<file path="src/rtl/lsu_pkg.sv">
// Shared constants for the load/store unit: funct3 codes, FSM encoding and
// the byte-enable width.
package lsu_pkg;

    localparam logic [2:0] F3_B  = 3'b000;
    localparam logic [2:0] F3_H  = 3'b001;
    localparam logic [2:0] F3_W  = 3'b010;
    localparam logic [2:0] F3_BU = 3'b100;
    localparam logic [2:0] F3_HU = 3'b101;

    localparam int BE_W = 4;

    typedef enum logic [1:0] {
        S_IDLE = 2'd0,
        S_REQ  = 2'd1,
        S_WAIT = 2'd2,
        S_RESP = 2'd3
    } lsu_state_t;

endpackage

</file>
<file path="src/rtl/lsu_align.sv">
// Byte-lane steering for the LSU: request-side enables/replication/legality
// and response-side load extension. LSU_MISALIGN_TRAP_EN enables misalign flagging.
module lsu_align
    import lsu_pkg::*;
(
    input  logic            we,
    input  logic [2:0]      funct3,
    input  logic [1:0]      lane,
    input  logic [31:0]     wdata,
    input  logic [2:0]      rd_funct3,
    input  logic [1:0]      rd_lane,
    input  logic [31:0]     rdata,
    output logic [BE_W-1:0] be,
    output logic [31:0]     wdata_rep,
    output logic [31:0]     rdata_ext,
    output logic            illegal,
    output logic            misalign
);

    logic [7:0]  byte_s;
    logic [15:0] half_s;

    // Request side: byte enables, store-data replication and funct3 legality
    always_comb begin
        be        = 4'b0000;
        wdata_rep = 32'h0000_0000;
        illegal   = 1'b0;
        if (we) begin
            case (funct3)
                F3_B: begin
                    be        = 4'b0001 << lane;
                    wdata_rep = {4{wdata[7:0]}};
                end
                F3_H: begin
                    be        = lane[1] ? 4'b1100 : 4'b0011;
                    wdata_rep = {2{wdata[15:0]}};
                end
                F3_W: begin
                    be        = 4'b1111;
                    wdata_rep = wdata;
                end
                default: illegal = 1'b1;
            endcase
        end else begin
            case (funct3)
                F3_B, F3_H, F3_W, F3_BU, F3_HU: be = 4'b1111;
                default: illegal = 1'b1;
            endcase
        end
    end

`ifdef LSU_MISALIGN_TRAP_EN
    // Misalignment is only reported for otherwise-legal encodings
    always_comb begin
        misalign = 1'b0;
        case (funct3)
            F3_H, F3_HU: misalign = lane[0] & ~illegal;
            F3_W:        misalign = (lane != 2'b00) & ~illegal;
            default:     misalign = 1'b0;
        endcase
    end
`else
    assign misalign = 1'b0;
`endif

    // Response side: pick the addressed byte/half of the raw word
    always_comb begin
        byte_s = 8'h00;
        case (rd_lane)
            2'b00:   byte_s = rdata[7:0];
            2'b01:   byte_s = rdata[15:8];
            2'b10:   byte_s = rdata[23:16];
            2'b11:   byte_s = rdata[31:24];
            default: byte_s = 8'h00;
        endcase
        half_s = rd_lane[1] ? rdata[31:16] : rdata[15:0];
    end

    // Response side: sign or zero extension by funct3
    always_comb begin
        rdata_ext = 32'h0000_0000;
        case (rd_funct3)
            F3_B:    rdata_ext = {{24{byte_s[7]}}, byte_s};
            F3_H:    rdata_ext = {{16{half_s[15]}}, half_s};
            F3_W:    rdata_ext = rdata;
            F3_BU:   rdata_ext = {24'h00_0000, byte_s};
            F3_HU:   rdata_ext = {16'h0000, half_s};
            default: rdata_ext = 32'h0000_0000;
        endcase
    end

endmodule

</file>
<file path="src/rtl/lsu_mem_if.sv">
// RV32I load/store unit: request/grant/response handshake to data memory with
// timeout. Define LSU_MISALIGN_TRAP_EN to trap misaligned half/word accesses.
module lsu_mem_if
    import lsu_pkg::*;
#(
    parameter int TIMEOUT_CYCLES = 16
) (
    input  logic            clk,
    input  logic            rst_n,
    input  logic            req_valid,
    output logic            req_ready,
    input  logic            req_we,
    input  logic [2:0]      req_funct3,
    input  logic [31:0]     req_addr,
    input  logic [31:0]     req_wdata,
    output logic            rsp_valid,
    output logic [31:0]     rsp_rdata,
    output logic            rsp_err,
    output logic            rsp_misalign,
    output logic            busy,
    output logic            mem_req,
    input  logic            mem_gnt,
    output logic            mem_we,
    output logic [BE_W-1:0] mem_be,
    output logic [31:0]     mem_addr,
    output logic [31:0]     mem_wdata,
    input  logic            mem_rvalid,
    input  logic [31:0]     mem_rdata
);

    localparam int TW = $clog2(TIMEOUT_CYCLES + 1);

    lsu_state_t      state_r, state_s;
    logic            we_r;
    logic [2:0]      f3_r;
    logic [1:0]      lane_r;
    logic [TW-1:0]   tcnt_r;
    logic            tout_s;
    logic            bad_s;
    logic [BE_W-1:0] be_s;
    logic [31:0]     wdata_rep_s;
    logic [31:0]     rdata_ext_s;
    logic            illegal_s;
    logic            misalign_s;

    lsu_align u_align (
        .we        (req_we),
        .funct3    (req_funct3),
        .lane      (req_addr[1:0]),
        .wdata     (req_wdata),
        .rd_funct3 (f3_r),
        .rd_lane   (lane_r),
        .rdata     (mem_rdata),
        .be        (be_s),
        .wdata_rep (wdata_rep_s),
        .rdata_ext (rdata_ext_s),
        .illegal   (illegal_s),
        .misalign  (misalign_s)
    );

    // The counter value during the Nth cycle in REQ/WAIT is N-1, so the last
    // allowed cycle is the one where it reads TIMEOUT_CYCLES-1.
    assign tout_s = (tcnt_r == TW'(TIMEOUT_CYCLES - 1));
    assign bad_s  = illegal_s | misalign_s;

    // Next-state decode
    always_comb begin
        state_s = state_r;
        case (state_r)
            S_IDLE: begin
                if (req_valid) begin
                    state_s = bad_s ? S_RESP : S_REQ;
                end else begin
                    state_s = S_IDLE;
                end
            end
            S_REQ: begin
                if (tout_s) begin
                    state_s = S_RESP;
                end else if (mem_gnt) begin
                    state_s = S_WAIT;
                end else begin
                    state_s = S_REQ;
                end
            end
            S_WAIT: begin
                if (mem_rvalid || tout_s) begin
                    state_s = S_RESP;
                end else begin
                    state_s = S_WAIT;
                end
            end
            S_RESP:  state_s = S_IDLE;
            default: state_s = S_IDLE;
        endcase
    end

    // State, request latches, memory-side and response registers
    always_ff @(posedge clk or negedge rst_n) begin
        if (!rst_n) begin
            state_r      <= S_IDLE;
            req_ready    <= 1'b1;
            busy         <= 1'b0;
            we_r         <= 1'b0;
            f3_r         <= 3'b000;
            lane_r       <= 2'b00;
            tcnt_r       <= '0;
            mem_req      <= 1'b0;
            mem_we       <= 1'b0;
            mem_be       <= 4'b0000;
            mem_addr     <= 32'h0000_0000;
            mem_wdata    <= 32'h0000_0000;
            rsp_valid    <= 1'b0;
            rsp_err      <= 1'b0;
            rsp_misalign <= 1'b0;
            rsp_rdata    <= 32'h0000_0000;
        end else begin
            state_r      <= state_s;
            req_ready    <= (state_s == S_IDLE);
            busy         <= (state_s != S_IDLE);
            rsp_valid    <= 1'b0;
            rsp_err      <= 1'b0;
            rsp_misalign <= 1'b0;
            rsp_rdata    <= 32'h0000_0000;
            case (state_r)
                S_IDLE: begin
                    if (req_valid) begin
                        we_r      <= req_we;
                        f3_r      <= req_funct3;
                        lane_r    <= req_addr[1:0];
                        tcnt_r    <= '0;
                        mem_addr  <= {req_addr[31:2], 2'b00};
                        mem_wdata <= wdata_rep_s;
                        if (bad_s) begin
                            rsp_valid    <= 1'b1;
                            rsp_err      <= 1'b1;
                            rsp_misalign <= misalign_s;
                        end else begin
                            mem_req <= 1'b1;
                            mem_we  <= req_we;
                            mem_be  <= be_s;
                        end
                    end else begin
                        tcnt_r <= tcnt_r;
                    end
                end
                S_REQ: begin
                    tcnt_r <= tcnt_r + TW'(1);
                    if (tout_s || mem_gnt) begin
                        mem_req <= 1'b0;
                        mem_we  <= 1'b0;
                        mem_be  <= 4'b0000;
                        rsp_valid <= tout_s;
                        rsp_err   <= tout_s;
                    end else begin
                        mem_req <= 1'b1;
                    end
                end
                S_WAIT: begin
                    tcnt_r <= tcnt_r + TW'(1);
                    if (mem_rvalid) begin
                        rsp_valid <= 1'b1;
                        rsp_rdata <= we_r ? 32'h0000_0000 : rdata_ext_s;
                    end else if (tout_s) begin
                        rsp_valid <= 1'b1;
                        rsp_err   <= 1'b1;
                    end else begin
                        rsp_valid <= 1'b0;
                    end
                end
                S_RESP: begin
                    tcnt_r <= tcnt_r;
                end
                default: begin
                    tcnt_r <= '0;
                end
            endcase
        end
    end

endmodule
</file>
<file path="config.mk">
export PLATFORM = sky130hd
export DESIGN_NAME = lsu_mem_if
export DESIGN_NICKNAME = d
export VERILOG_FILES = /design/src/rtl/lsu_pkg.sv /design/src/rtl/lsu_align.sv /design/src/rtl/lsu_mem_if.sv
export SDC_FILE = /design/constraint.sdc
export NUM_CORES = 1
export LEC_CHECK = 0
export ABC_AREA = 1
export BUFFER_PORTS_ARGS = -buffer_cell sky130_fd_sc_hd__buf_2
export CAP_MARGIN = 20
export CORE_MARGIN = 3
export CORE_UTILIZATION = 25
export CTS_CLUSTER_DIAMETER = 80
export DETAILED_ROUTE_END_ITERATION = 8
export SYNTH_ARGS = -nofsm -noshare
export SYNTH_HDL_FRONTEND = slang
export SYNTH_SLANG_ARGS = --single-unit
export TNS_END_PERCENT = 30
</file>
<file path="constraint.sdc">
create_clock -name clk -period 4.2 [get_ports clk]
set_input_delay 1.05 -clock clk [delete_from_list [all_inputs] [get_ports clk]]
set_output_delay 1.05 -clock clk [all_outputs]
set_load 0.005 [all_outputs]
</file>
# [Yosys cells after proc, flatten, opt, wreduce, memory -nomap -nowiden]
# Cells that the tools add are included.
[op_classes] addsub=1 eq_ne=18 n_shift=1 mux=43 n_bitwise=1 n_reduce_logical=16
[op_table] operator="$pmux W32 S5" n=1
[op_table] operator="$mux W32" n=4
[op_table] operator="$pmux W32 S3" n=1
[op_table] operator="$pmux W8 S4" n=1
[op_table] operator="$mux W4" n=6
[op_table] operator="$mux W1" n=16
[op_table] operator="$mux W16" n=1
[op_table] operator="$eq A3 B3 Y1 const B" n=4
[op_table] operator="$pmux W4 S3" n=1
[op_table] operator="$pmux W5 S2" n=1
[op_table] operator="$eq A2 B2 Y1 const B" n=4
[op_table] operator="$mux W2" n=4
[op_table] operator="$pmux W2 S4" n=1
[op_table] operator="$pmux W4 S2" n=1
[op_table] operator="$eq A3 B1 Y1 const B" n=2
[op_table] operator="$eq A3 B2 Y1 const B" n=2
[op_table] operator="$logic_not A2 Y1" n=3
[op_table] operator="$logic_not A3 Y1" n=2
[op_table] operator="$ne A2 B2 Y1 const B" n=3
[op_table] operator="$pmux W1 S3" n=2
[op_table] operator="$add A5 B1 Y5 const B" n=1
[op_table] operator="$eq A5 B4 Y1 const B" n=1
[op_table] operator="$mux W5" n=1
[op_table] operator="$reduce_or A5 Y1" n=1
[op_table] operator="11 further kinds" n=16
[word_totals] ff_bits=117 inputBits=105 wordCells=95

# [Logic depth before layout (Yosys ltp)]
# Gate-level depths: netlist (run 1).
[depth] ltp_word=8 mapped_depth=9 depth_no_buf=9

# [By module]
# From an unflattened synthesis (run 1), not the netlist that was laid out.
[unflattened] cells_unflattened=891 area_unflattened_um2=6287.3
[by_module_without_submodules] mod="lsu_mem_if" n_inst=1 cells_each=510 area_each_um2=4605.7
[by_module_without_submodules] mod="lsu_align" n_inst=1 cells_each=381 area_each_um2=1681.6

# [Least setup slack after synthesis (run 1)]
# No wires, ideal clock.
[synth_path] kind="input -> register" start="input port req_funct3[2]" end="register mem_wdata[30]" arrival_ps=1824 t_required_ps=4134 setup_slack_ps=2310 path_stages=8 n_path_buf=1 path_cell_list="nor2_1 -> nand2_1 -> inv_1 -> buf_2 -> nand2_1 -> nand2_1 -> o21ai_0 -> nand2_1"
[synth_via] elab_chain_len=3 word_cells_on_any_way=5 cone_classes="eq/ne: 2; mux: 2; reduce/logical: 1"
[synth_lines] item="from (decl)" line="lsu_mem_if.sv:13" source="input logic [2:0] req_funct3,"
[synth_lines] item="$eq A3 B2 Y1, or another cell as far along" line="lsu_align.sv:29" source="case (funct3)"
[synth_lines] item="$pmux W32 S3 (*)" line="lsu_align.sv:29"
[synth_lines] item="$mux W32 (*)" line="lsu_align.sv:28" source="if (we) begin"
[synth_lines] item="to (signal assigned)" line="lsu_mem_if.sv:133" source="mem_wdata <= wdata_rep_s;"
[synth_lines] item="to (decl)" line="lsu_mem_if.sv:26" source="output logic [31:0] mem_wdata,"
# Mark *: on every way between the ends. The rest lies on a longest branch, timed or not.
# A chain may end at the register's enable or synchronous reset.

# [Worst setup path in the final report (run 1)]
[layout_path] start="input port req_funct3[2]" end="register mem_wdata[13]"
# The elaborated chain is that of the path after synthesis.

==> flow_summary.ini, run 1 <==
[final_layout]
insertedDiodeCount = 0
area_delta_synth_final_pct = 32.4
fill_cells = 2360
fin_nets = 1051
layout-drive-gt1-share_pct = 26.4

[cts]
clock_latency_ns = 0.41
cts_buffer_depth = 2
post_cts_resize_count = 0
clkTransAtPathRegs_ns = 0.06
post-cts-setup-buffer-count = 0
cts_tree = yes
cts_root_buf = clkbuf_16
htree_levels = 4
cts_hold_buf = 0
cts_buffers = 17
cts.sinks = 117

[critical_path]
crit_required_ns = 4.53
critPathMaxFanout = 25
path_class = in2reg
end_kind = flop
critPathLaunchType = input port
cp.arrival_ns = 2.68

[run]
cap_viol_max_count = 0

[yosys]
synth_flop_cell = dfrtp_1
synth_seq_area_share_pct = 51.2
async_reset_ff_share_pct = 100
syn_avg_cell_area_sq_um = 7.70
synth-seq-cells = 117
synthCells = 742
synth_edf_count = 0
netlist_area_sq_um = 5720
yosysUniqueCellTypes = 31
ys_warn_count = 0

[power]
vdd_drop_max_uv = 259
p_leak_uw = 0.00428
powerDensity_nw_per_um2 = 621

[sta]
final.setup.tns_ns = 0
period_minus_slack_ns = 2.35
report.final.slew_viol_count = 0
slew_headroom_pct = 34.1
fin_crit_sh_pct = 55.9
finClkSkew_ns = 0.00589
rsz0062_at_grt = no
max_freq_mhz = 426
tightest_slew_ns = 0.987
holdWs_ns = 0.472
hold_violations = 0
setup_violations = 0

[floorplan]
dieHeight_um = 157
core_area_sq_um = 22200
num_rows = 54
ios = 212
initial_core_util_pct = 25.8
die_w_um = 157
dieArea_sq_um = 24700

[routing]
drt_first_pass_iters = 5
vias = 5413
wirelength_um = 18000
vias_per_cell = 4.39
antenna_left = 0
wl_per_cell_um = 14.6
drc = 0
drt_iter0_markers = 332

[global_routing]
grt_max_degree = 74
antenna_found_initial = 0
grt_pass1_wl_um = 27800
grt_usage_pct = 14.4
globalRouteOverflowTotal = 0
grt_pass1_vias = 5244

[min_path]
hold_path_class = reg2reg

[outcome]
status = finished clean

[placed_design]
portBuffers = 208
hpwl_um = 13200
gp_congestion = 0.847
-- metal layers --
metal / GRT usage (%) / up-vias / share of wire [%]
li1: - / 2719 / -
met1: 19.9 / 2499 / 47
met2: 22.5 / 180 / 46
met3: 3.38 / 15 / 6.2
met4: 4.26 / 0 / 1.1
met5: 0 / - / 0
-- final cells by class --
type,instances,area [sq um],share of cell area [%]
clock buffers,20,437,5.77
clock inverters,12,180,2.38
inverters,86,325,4.30
multi-input cells,506,2270,30.0
flip-flops and latches,117,2930,38.7
well taps,280,350,4.63
repair buffers,211,1080,14.2
-- state kept, by name, indices dropped and copies added, names as in the netlist, 2 cells and up --
register and count:
mem_addr 30, state_r 2, mem_be 4, tcnt_r 5, mem_wdata 32, f3_r 3
lane_r 2, rsp_rdata 32
-- kinds of logic (layout without fill, tap and decap cells) --
logic type | after synthesis | after routing | share of synthesized area, %
other cells | 1 | 3 | 0.0656
mux | 1 | 1 | 0.175
compound gates | 109 | 109 | 10.0
fa+ha+maj | 7 | 7 | 1.53
buf+inv | 121 | 329 | 9.21
flops | 117 | 117 | 51.2
simple gates | 386 | 386 | 27.8
-- cell usage after synthesis, drive strengths merged (4+ instances only) --
cell / n / area, sq um
o21ai: 52 / 260
a21oi: 46 / 230
dfrtp: 116 / 2900
ha: 7 / 87.6
buf: 24 / 159
clkbuf: 11 / 42.5
nand4: 11 / 68.8
nor3: 4 / 42.5
nor2: 34 / 143
inv: 85 / 322
o211ai: 7 / 52.6
nand3: 46 / 240
nand2: 291 / 1090
-- layout by cell type, fill, tap and decap left out, types with 2 or more instances in the layout --
cell / synthesis / layout
nand2_1: 291 / 290
buf_2: 13 / 207
dfrtp_1: 116 / 116
inv_1: 82 / 82
a21oi_1: 46 / 46
nand3_1: 44 / 44
o21ai_0: 41 / 41
nor2_1: 32 / 32
clkbuf_16: 0 / 17
o21ai_1: 11 / 11
nand4_1: 11 / 11
o211ai_1: 7 / 7
ha_1: 7 / 7
bufinv_16: 0 / 4
clkinv_4: 0 / 4
conb_1: 1 / 3
clkbuf_1: 10 / 3
buf_4: 4 / 3
nand3_2: 2 / 2
nor2_4: 2 / 2
nor3_4: 2 / 2
inv_2: 2 / 2
nor3_1: 2 / 2
clkinvlp_4: 0 / 2
clkinv_2: 0 / 2
-- report_power, final --
part / total, uW / leakage, uW / internal, uW / switching (uW)
Combinational: 1520 / 0.00244 / 552 / 973
Sequential: 1630 / 0.00155 / 1430 / 206
Clock: 1540 / 0.000294 / 995 / 547
-- path summary, 6_finish.rpt --
path | slack, ns | to | startpoint | cells after the start
setup / recovery | 1.85 | mem_wdata[13]$_DFFE_PN0P_ | req_funct3[2] | 6
hold / removal | 0.47 | mem_addr[27]$_DFFE_PN0P_ | mem_addr[27]$_DFFE_PN0P_ | 2
setup reg to reg | 2.06 | rsp_rdata[10]$_DFF_PN0_ | lane_r[1]$_DFFE_PN0P_ | 7
hold reg to reg | 0.47 | mem_addr[27]$_DFFE_PN0P_ | mem_addr[27]$_DFFE_PN0P_ | 2
max in group asynchronous | 2.68 | req_ready$_DFF_PN1_ | rst_n | 2
min in group asynchronous | 0.65 | mem_addr[4]$_DFFE_PN0P_ | rst_n | 1
-- stage by stage --
| step | setup WS (ns) | power [uW] | util [%] | instance area (sq um) | std cells |
|---|---|---|---|---|---|
| 5_1_grt | 1.68 | 5070 | 34.2 | 7570 | 1232 |
| 6_report | 1.85 | 4700 | 34.2 | 7570 | 1232 |
| 3_3_place_gp | 1.49 | 3180 | 31.4 | 6950 | 1200 |
| 4_1_cts | 1.89 | 4770 | 34.2 | 7570 | 1232 |
| 2_1_floorplan | 2.31 | 2620 | - | 5720 | 744 |
| 3_5_place_dp | 1.42 | 3200 | 31.4 | 6950 | 1200 |
-- worst max-delay path: stages --
cell and delay [ns]:
buf_2 0.11, inv_1 0.33, o21ai_1 0.24, nor2_4 0.47, inv_2 0.25, o21ai_0 0.21
Note: power is estimated with default switching activity, not from simulation.
==> run 2, diff against run 1 <==
--- a/config.mk
+++ b/config.mk
@@ -5,7 +5,7 @@
 export SDC_FILE = /design/constraint.sdc
 export NUM_CORES = 1
 export LEC_CHECK = 0
-export ABC_AREA = 1
+export ABC_AREA = 0
 export BUFFER_PORTS_ARGS = -buffer_cell sky130_fd_sc_hd__buf_2
 export CAP_MARGIN = 20
 export CORE_MARGIN = 3
==> constraint.sdc (replaced) <==
create_clock -name clk -period 2.2 [get_ports clk]
set_input_delay 0.55 -clock clk [delete_from_list [all_inputs] [get_ports clk]]
set_output_delay 0.55 -clock clk [all_outputs]
set_load 0.005 [all_outputs]
==> flow_summary.ini, run 2 <==
[outcome]
status = finished clean

[power]
power_uw = 8650
swShare_pct = 30.9
p_switching_uw = 2680
p_int_uw = 5980
comb_power_share_pct = 32.5
vdd_drop_max_uv = 475
power.share.sequential_pct = 35.9
p_leak_uw = 0.00386
powerDensity_nw_per_um2 = 1190
clockPowerShare_pct = 31.6

[cts]
clock_latency_ns = 0.40
cts_hold_buf = 0
post-cts-setup-buffer-count = 0
cts_buffer_depth = 2
post_cts_resize_count = 0
clkTransAtPathRegs_ns = 0.05
cts_tree = yes
cts_buffers = 17
cts.sinks = 117
htree_levels = 4
cts_root_buf = clkbuf_16

[floorplan]
die_w_um = 152
ios = 212
num_rows = 52
dieArea_sq_um = 23000
dieHeight_um = 152
initial_core_util_pct = 25.8
core_area_sq_um = 20600

[routing]
vias = 4390
drt_iter0_markers = 195
wl_per_cell_um = 16.4
wirelength_um = 15700
drt_first_pass_iters = 4
antenna_left = 0
vias_per_cell = 4.58
drc = 0

[final_layout]
fill_cells = 2136
area_delta_synth_final_pct = 37.1
final_cell_mix = 207 x buf_2, 116 x dfrtp_1, 44 x mux2_2
largestRegisters = mem_wdata x32, rsp_rdata x32, mem_addr x30
layout-drive-gt1-share_pct = 45.1
final_area_sq_um = 7280
layout_commonest_cell = buf_2
fin_nets = 791

[critical_path]
reg2reg_slack_ns = 0.30
reg2reg_to = mem_be[1]$_DFFE_PN0P_
cp.arrival_ns = 2.24
path_buf_inv = 1
critPathTopFamily = simple AND/OR/NAND/NOR gates
r2r_cells = 5
critPathLaunchType = flop
cp-startpoint = state_r[0]$_DFF_PN0_
end_kind = flop
cp_num_cells = 5
critPathCapture = mem_be[1]$_DFFE_PN0P_
r2r-start = state_r[0]$_DFF_PN0_
path_class = reg2reg
crit_required_ns = 2.54
critPathMaxFanout = 10
max_stage_delay_ns = 0.55
cp_slowest_cell = nor3_1
path_cells = inv_1, ha_1, nand2_2, nor3_1, a22o_1

[sta]
slew_headroom_pct = 56.7
timing.final.ws_setup_ns = 0.302
hold_violations = 0
report.final.slew_viol_count = 0
tightest_slew_ns = 0.649
setup_violations = 0
holdWs_ns = 0.0903
period_minus_slack_ns = 1.90
finClkSkew_ns = 0.00656
max_freq_mhz = 527
fin_crit_sh_pct = 86.3
final.setup.tns_ns = 0
rsz0062_at_grt = no

[min_path]
hold_path_class = in2async

[global_routing]
grt_max_degree = 59
grt_pass1_wl_um = 23900
globalRouteOverflowTotal = 0
grt_pass1_vias = 4379
busiest_layer = met2
grt.met3_usage_pct = 3.81
grt_use_met2_pct = 20.1
grt_use_met1_pct = 18.9
grt_usage_pct = 13.5
antenna_found_initial = 1

[yosys]
async_reset_ff_share_pct = 100
synth_top_area_cell = dfrtp_1
syn_avg_cell_area_sq_um = 11.4
synth_seq_area_share_pct = 55.1
netlist_area_sq_um = 5310
yosysMostFrequentCell = dfrtp_1
synth-seq-cells = 117
synthCells = 465
yosys-top-cells-area = dfrtp_1 55%, mux2_2 9.3%, a22o_1 3.6%, o21ai_0 3.5%, mux2i_1 3.2%
synth.top_cell.area_share_pct = 54.7
synth_edf_count = 0
yosysUniqueCellTypes = 46
synth_flop_cell = dfrtp_1
ys_warn_count = 0
synthTopCellsByCount = 116 x dfrtp_1, 44 x mux2_2, 37 x o21ai_0, 32 x nor2_1, 28 x nand2_1

[run]
cap_viol_max_count = 0

[placed_design]
hpwl_um = 11800
gp_congestion = 0.781
place_area_sq_um = 6700
dp_slack_ns = 0.237
portBuffers = 208
-- run 2: cell count changes in the layout (fill, tap and decap cells not counted), sizes merged, moves of 22 or more --
cell   before  now
a22o        0   22
inv        85   12
nand2     291   28
a21oi      46   23
nand3      46    5
mux2        0   44
a21o        0   25
-- run 2: metrics by stage --
step	std cells	utilization, %
floorplan	467	-
global placement	930	32.6
detailed placement	930	32.6
CTS	958	35.4
global route	959	35.4
finish	959	35.4
-- run 2: layer usage --
| metal | part of all wire [%] | vias to the layer above |
|---|---|---|
| li1 | - | 2092 |
| met4 | 1.4 | 0 |
| met5 | 0 | - |
| met3 | 7.6 | 12 |
| met1 | 46 | 2121 |
| met2 | 45 | 165 |
-- run 2: worst min path at each step --
stage	startpoint	end	slack (ns)	cells after the start
2_1_floorplan	rst_n	busy$_DFF_PN0_	0.25	0
3_3_place_gp	mem_wdata[31]$_DFFE_PN0P_	mem_wdata[31]$_DFFE_PN0P_	0.46	2
3_5_place_dp	mem_wdata[28]$_DFFE_PN0P_	mem_wdata[28]$_DFFE_PN0P_	0.47	2
4_1_cts	rst_n	mem_addr[12]$_DFFE_PN0P_	0.08	1
5_1_grt	rst_n	mem_addr[15]$_DFFE_PN0P_	0.1	1
6_report	rst_n	mem_addr[16]$_DFFE_PN0P_	0.09	1
-- run 2: power groups by stage --
stage	logic, uW	clock network [uW]	registers [uW]
after global routing	3140	2940	3180
after detailed placement	2860	0	3130
after floorplan	1680	0	3140
after global placement	2830	0	3130
final	2810	2740	3110
after CTS	2870	2820	3110
-- run 2: logic make-up (layout without fill, tap and decap cells) --
family	Yosys count	count (layout)	share of synthesized area, %
fa+ha+maj	7	7	1.65
other cells	1	4	0.0706
flops	117	117	55.1
simple gates	94	94	8.29
buf+inv	46	267	4.38
compound gates	139	139	17.9
mux	61	61	12.5
-- run 2: layout make-up --
type	count	area [sq um]	area share, %
diodes	1	2.50	0.0344
clock buffers	24	512	7.03
clock inverters	4	70.1	0.963
inverters	12	45.0	0.619
multi-input cells	304	2160	29.7
flip-flops and latches	117	2930	40.2
well taps	270	338	4.64
repair buffers	227	1220	16.8
==> run 3, diff against run 2 <==
--- a/config.mk
+++ b/config.mk
@@ -8,10 +8,12 @@
 export ABC_AREA = 0
 export BUFFER_PORTS_ARGS = -buffer_cell sky130_fd_sc_hd__buf_2
 export CAP_MARGIN = 20
+export CELL_PAD_IN_SITES_DETAIL_PLACEMENT = 0
+export CELL_PAD_IN_SITES_GLOBAL_PLACEMENT = 1
 export CORE_MARGIN = 3
 export CORE_UTILIZATION = 25
-export CTS_CLUSTER_DIAMETER = 80
 export DETAILED_ROUTE_END_ITERATION = 8
+export PLACE_DENSITY_LB_ADDON = 0.1
 export SYNTH_ARGS = -nofsm -noshare
 export SYNTH_HDL_FRONTEND = slang
 export SYNTH_SLANG_ARGS = --single-unit
==> constraint.sdc (replaced) <==
create_clock -name clk -period 2.4 [get_ports clk]
set_input_delay 0.6 -clock clk [delete_from_list [all_inputs] [get_ports clk]]
set_output_delay 0.6 -clock clk [all_outputs]
set_load 0.005 [all_outputs]
==> flow_summary.ini, run 3 (same netlist as run 2, synthesis figures left out) <==
[critical_path]
critPathTopFamily = flip-flops
path_cells = nand2b_1, o31a_1, and4_4, a21o_2
path_buf_inv = 0
cp_slowest_cell = dfrtp_1
max_stage_delay_ns = 0.79
reg2reg_slack_ns = 0.36
crit_required_ns = 2.70
end_kind = flop
critPathMaxFanout = 18
critPathLaunchType = flop
cp.arrival_ns = 2.34
path_class = reg2reg

[cts]
cts.sinks = 117
cts_root_buf = clkbuf_16
cts_hold_buf = 0
clkTransAtPathRegs_ns = 0.06
cts_tree = yes
htree_levels = 4
cts_buffer_depth = 2
post_cts_resize_count = 0
clock_latency_ns = 0.41
post-cts-setup-buffer-count = 0
cts_buffers = 17

[routing]
wirelength_um = 16500
drc = 0
drt_first_pass_iters = 4
drt_iter0_markers = 184
antenna_left = 0
wl_per_cell_um = 17.2
vias = 4385
vias_per_cell = 4.58

[sta]
period_minus_slack_ns = 2.04
timing.final.ws_setup_ns = 0.363
setup_violations = 0
report.final.slew_viol_count = 0
fin_crit_sh_pct = 84.9
tightest_slew_ns = 0.698
slew_headroom_pct = 53.5
max_freq_mhz = 491
hold_violations = 0
final.setup.tns_ns = 0
finClkSkew_ns = 0.00881
rsz0062_at_grt = no

[global_routing]
grt_max_degree = 64
grt_pass1_vias = 4494
grt_usage_pct = 14.3
antenna_found_initial = 0
globalRouteOverflowTotal = 0
grt_pass1_wl_um = 25200

[power]
comb_power_share_pct = 30.0
vdd_drop_max_uv = 533
p_switching_uw = 2580
clockPowerShare_pct = 34.6
powerDensity_nw_per_um2 = 1130
power.share.sequential_pct = 35.4
p_int_uw = 5660
swShare_pct = 31.3
p_leak_uw = 0.00386

[final_layout]
insertedDiodeCount = 0
area_delta_synth_final_pct = 37.7
layout_commonest_cell = buf_2
final_cell_mix = 207 x buf_2, 116 x dfrtp_1, 44 x mux2_2
fin_nets = 787
layout-drive-gt1-share_pct = 45.2
largestRegisters = mem_wdata x32, rsp_rdata x32, mem_addr x30

[placed_design]
portBuffers = 208
dp_slack_ns = 0.370
gp_congestion = 0.756
hpwl_um = 12400

[floorplan]
dieArea_sq_um = 23000
die_w_um = 152
num_rows = 52
core_area_sq_um = 20600
ios = 212
dieHeight_um = 152
initial_core_util_pct = 25.8

[min_path]
hold_path_class = in2async

[run]
cap_viol_max_count = 0

[outcome]
status = finished clean
==> run 3: metal layers <==
metal	GRT usage, %	wire length [um]
met5	0	0
met2	22.2	7660
met3	3.69	1200
met1	19.4	7470
met4	4.72	191
==> run 3: power by group through the flow <==
stage | logic [uW] | clock network, uW | registers (uW)
final | 2480 | 2850 | 2920
after global routing | 2790 | 3040 | 3000
after CTS | 2530 | 2940 | 2930
after detailed placement | 2530 | 0 | 2960
after global placement | 2500 | 0 | 2940
after floorplan | 1540 | 0 | 2880
==> run 3: layout make-up <==
type                    count  area (sq um)
repair buffers            223          1180
multi-input cells         304          2160
fillers                  2140         13200
well taps                 270           338
clock buffers              18           439
inverters                  12          45.0
flip-flops and latches    117          2930
clock inverters            14           223
==> run 3: worst paths after layout <==
path | end | depth (start not counted) | startpoint
setup reg to reg | rsp_rdata[17]$_DFF_PN0_ | 4 | lane_r[1]$_DFFE_PN0P_
hold / removal | rsp_rdata[24]$_DFF_PN0_ | 1 | rst_n
min in group clk | mem_addr[17]$_DFFE_PN0P_ | 2 | req_addr[17]
hold reg to reg | mem_wdata[25]$_DFFE_PN0P_ | 2 | mem_wdata[25]$_DFFE_PN0P_
max in group asynchronous | req_ready$_DFF_PN1_ | 2 | rst_n
setup / recovery | rsp_rdata[17]$_DFF_PN0_ | 4 | lane_r[1]$_DFFE_PN0P_
==> run 3: metrics by stage <==
step	total power [uW]	cell area (sq um)	util (%)	std cells	hold WS, ns
CTS	8400	7310	35.6	958	0.0323
detailed placement	5480	6650	32.4	926	0.471
global placement	5430	6650	32.4	926	0.463
global route	8820	7310	35.6	958	0.0417
finish	8240	7310	35.6	958	0.0419
floorplan	4420	5320	-	467	0.304
==> run 3: worst register-to-register path, cell delays in order (launching register included) <==
cell and delay (ns):
dfrtp_1 0.79, nand2b_1 0.36, o31a_1 0.32, and4_4 0.26, a21o_2 0.21
